==> src/rtl/uart_tx.sv <==
// UART transmitter: start bit, DATA_BITS data bits LSB first, optional parity,
// STOP_BITS stop bits; each bit held for OVERSAMPLE baud_clk cycles.
module uart_tx #(
    parameter int unsigned DATA_BITS  = 8,
    parameter int unsigned OVERSAMPLE = 16,
    parameter int unsigned PARITY_EN  = 0,
    parameter int unsigned PARITY_ODD = 0,
    parameter int unsigned STOP_BITS  = 1
) (
    input  logic                 baud_clk,
    input  logic                 reset,
    input  logic [DATA_BITS-1:0] in,
    input  logic                 send,
    output logic                 dout,
    output logic                 busy,
    output logic                 transmit_flag
);

    localparam int unsigned TICK_W = $clog2(OVERSAMPLE);
    localparam int unsigned BIT_W  = $clog2(DATA_BITS);

    typedef enum logic [2:0] {
        IDLE,
        START,
        DATA,
        PARITY,
        STOP
    } state_t;

    state_t                 state;
    logic [TICK_W-1:0]      tick;
    logic [BIT_W-1:0]       bit_cnt;
    logic [DATA_BITS-1:0]   shift_reg;
    logic                   parity_bit;
    logic                   bit_end;

    assign bit_end = (tick == TICK_W'(OVERSAMPLE - 1));

    // dout is loaded one edge ahead with the value of the bit being entered
    always_ff @(posedge baud_clk or negedge reset) begin
        if (!reset) begin
            state         <= IDLE;
            tick          <= '0;
            bit_cnt       <= '0;
            shift_reg     <= '0;
            parity_bit    <= 1'b0;
            dout          <= 1'b1;
            busy          <= 1'b0;
            transmit_flag <= 1'b0;
        end else begin
            transmit_flag <= 1'b0;
            tick          <= bit_end ? '0 : tick + 1'b1;
            case (state)
                IDLE: begin
                    tick    <= '0;
                    bit_cnt <= '0;
                    dout    <= 1'b1;
                    busy    <= 1'b0;
                    if (send) begin
                        shift_reg  <= in;
                        parity_bit <= (^in) ^ 1'(PARITY_ODD);
                        state      <= START;
                        dout       <= 1'b0;
                        busy       <= 1'b1;
                    end
                end
                START: begin
                    if (bit_end) begin
                        state <= DATA;
                        dout  <= shift_reg[0];
                    end
                end
                DATA: begin
                    if (bit_end) begin
                        shift_reg <= shift_reg >> 1;
                        if (bit_cnt == BIT_W'(DATA_BITS - 1)) begin
                            bit_cnt <= '0;
                            if (PARITY_EN != 0) begin
                                state <= PARITY;
                                dout  <= parity_bit;
                            end else begin
                                state <= STOP;
                                dout  <= 1'b1;
                            end
                        end else begin
                            bit_cnt <= bit_cnt + 1'b1;
                            dout    <= shift_reg[1];
                        end
                    end
                end
                PARITY: begin
                    if (bit_end) begin
                        state <= STOP;
                        dout  <= 1'b1;
                    end
                end
                STOP: begin
                    // bit_cnt is reused here to count stop bits
                    if (bit_end) begin
                        if (bit_cnt == BIT_W'(STOP_BITS - 1)) begin
                            state         <= IDLE;
                            bit_cnt       <= '0;
                            busy          <= 1'b0;
                            transmit_flag <= 1'b1;
                        end else begin
                            bit_cnt <= bit_cnt + 1'b1;
                        end
                    end
                end
                default: begin
                    state <= IDLE;
                    dout  <= 1'b1;
                    busy  <= 1'b0;
                end
            endcase
        end
    end

endmodule

==> config.mk <==
export PLATFORM = sky130hd
export DESIGN_NAME = uart_tx
export DESIGN_NICKNAME = d
export VERILOG_FILES = /design/src/rtl/uart_tx.sv
export SDC_FILE = /design/constraint.sdc
export NUM_CORES = 1
export LEC_CHECK = 0
export BUFFER_PORTS_ARGS = -buffer_cell sky130_fd_sc_hd__buf_4
export CORE_UTILIZATION = 25
export CTS_BUF_LIST = sky130_fd_sc_hd__clkbuf_4 sky130_fd_sc_hd__clkbuf_8 sky130_fd_sc_hd__clkbuf_16
export DETAILED_ROUTE_END_ITERATION = 10
export PLACE_DENSITY = 0.39
export SLEW_MARGIN = 20
export SYNTH_ARGS = -nofsm -noshare
export SYNTH_HDL_FRONTEND = slang
export SYNTH_SLANG_ARGS = --single-unit
==> constraint.sdc <==
create_clock -name baud_clk -period 2 [get_ports baud_clk]
set_input_delay 0.4 -clock baud_clk [delete_from_list [all_inputs] [get_ports baud_clk]]
set_output_delay 0.4 -clock baud_clk [all_outputs]
set_load 0.02 [all_outputs]
==> run metrics <==
status completed; Main synth FF type dfrtp_1; final layout net count 135; CP Data Required Time about 2.2 ns; EDFF count, synth 0; GRT Util Overall 0.126; Avg Inst Size Synth approximately 11 um^2; Starting Density 0.268; Die Wd around 68 um; Final HPWL DP around 1800 um; DP Area between 1000 and 1500 um^2; clk_skew 0.00358 ns; Largest register FFs 8; post-route cell area around 1300 um^2; Seq/Total Area, Yosys 0.478; Worst setup SP type flop; Rows 23; met2 wire length roughly 1100 um; Period minus WS final between 1.5 and 2 ns; Avg WL per Cell ~14 um; post-synthesis register bit count 21; Buffers on Ports 13; critical path's slowest cell or2_0; first-pass GRT wire length between 4000 and 5000 um; RSZ-0062 raised after global routing false; initial antenna violation count 0; crit-path cells ha_1 -> nand3_1 -> or2_0 -> o221a_1; DR DRC count 0; Max-slew headroom 0.756; Tot Pwr about 1.7 mW; first-pass detailed-route iteration total 4; Max Fanout on Critical Path 8; Fill cells between 400 and 500; Post-Syn Area roughly 1100 um^2; part of the cycle the worst path needs 0.887; Setup WS post-layout 0.226 ns; largest net degree at the start of global routing 22; PwrDens about 1300 nW/um^2; Clock transition at path regs roughly 0.080 ns; leakage power 0.551 nW; H-tree levels 1; global placement routability congestion approximately 0.73; Setup TNS 0 ns; Worst Tran Pin Value between 0.3 and 0.4 ns; Met3 Wirelength 92 um; final-report max-slew violation count 0; Critical R2R Capture shift_reg[2]; post-CTS setup buffer count 0; worst reg2reg startpoint tick[0]; Clock Sink Count 21; CP endpoint kind flop; DIE AREA between 4000 and 5000 um^2; vias in the first global route between 800 and 900; vias per inst slightly above 5; worst-skew pair later-pin latency between 0.2 and 0.3 ns; Core ar. 4120 um^2; Setup Slack @ Placement ~0.23 ns; Root Buffer clkbuf_8; WS Path Type reg -> reg; vias 850; commonest non-fill, non-tap cell in the layout dfrtp_1; Yosys Warn Count 0; final hold vios 0; final hold slack around 0.0089 ns; Overflow after GRT 0; Hold Crit Class in -> async; Routed Antenna Nets 0; endpoints failing setup 0; # diodes 0; fmax ~560 MHz; WL met1 1210 um; Iter 0 DRT Violations 28; worst r2r path cells 4; cell count after synthesis ~100; ys async rst share 1.00; Die Ht 68.4 um; post-synth cell types 45; Max Used Layer met4; worst vdd ir roughly 0.44 mV; r2r setup slk ~0.23 ns; total of max-cap violations 0; WL final around 2400 um; CTS max path bufs 2; hold buffers post-CTS 0; Synth-to-Final Area Change 21.0%; CP arrival around 1.9 ns; Synth Net Count about 120; TritonCTS Buffers 3; I/O pins 14; most frequent cells in the layout 20 x dfrtp_1, 19 x buf_4, 6 x o221a_1; CP peak stage delay 0.42 ns; Post-CTS Resized 0; CTS tree built; share of layout cells above drive strength 1 0.252
[report_power, final]
part	total (mW)	switching [mW]	leakage [nW]	internal [mW]
clock network	0.288	0.149	0.0255	0.139
logic	0.674	0.329	0.273	0.344
registers	0.736	0.135	0.253	0.601
total	1.70	0.614	0.551	1.08
[how the worst max path moves through the flow]
| stage | startpoint | end | slack (ns) |
|---|---|---|---|
| floorplan | tick[0] | bit_cnt[1] | 0.37 |
| global placement | tick[0] | shift_reg[5] | 0.30 |
| detailed placement | tick[0] | shift_reg[3] | 0.23 |
| CTS | tick[0] | shift_reg[2] | 0.22 |
| global route | tick[0] | shift_reg[3] | 0.1 |
| finish | tick[0] | shift_reg[2] | 0.23 |
[Yosys cell counts (all sizes together) (3+ instances only)]
cell	number	share of area
nor3	3	0.014
o221a	7	0.072
or2b	3	0.020
nand2b	5	0.028
nor2	5	0.017
inv	3	0.010
ha	4	0.045
a21oi	3	0.014
dfrtp	20	0.45
clkbuf	4	0.014
o21ai	4	0.022
nor2b	3	0.017
[metal layers]
metal,vias up,track usage
met2,17,0.201
li1,420,-
met1,411,0.161
met3,2,0.0400
met4,0,0.0391
met5,-,0
[metrics by stage]
step	utilization	std cells
3_5_place_dp	0.313	165
5_1_grt	0.324	169
4_1_cts	0.324	169
2_1_floorplan	-	101
6_report	0.324	169
3_3_place_gp	0.313	165
[worst max-delay path, delay by kind of cell, from the launching register on]
family,cells,cell delay (ns)
AOI/OAI and AO/OA,1,0.30
adders and majority gates,1,0.27
DFF,1,0.40
and+or+nand+nor,2,0.70
[cell type report]
type / instances / area, um^2 / share of cell area
multi-input combinational: 72 / 543 / 0.408
clock buffer: 3 / 41.3 / 0.0310
timing repair buffer: 19 / 143 / 0.107
inverter: 3 / 11.3 / 0.00845
sequential: 21 / 527 / 0.395
clock inverter: 1 / 5.00 / 0.00376
tap: 50 / 62.6 / 0.0469
[cell families (layout without fill, tap and decap cells)]
kind of cell,Yosys count,after routing,share of synthesized area
compound gates,29,29,0.215
xor+xnor,2,2,0.0159
fa+ha+maj,4,4,0.0455
buf+inv,8,26,0.0284
flops,21,21,0.478
mux,3,3,0.0284
simple gates,34,34,0.189
Power figures use the tool's default switching activity.
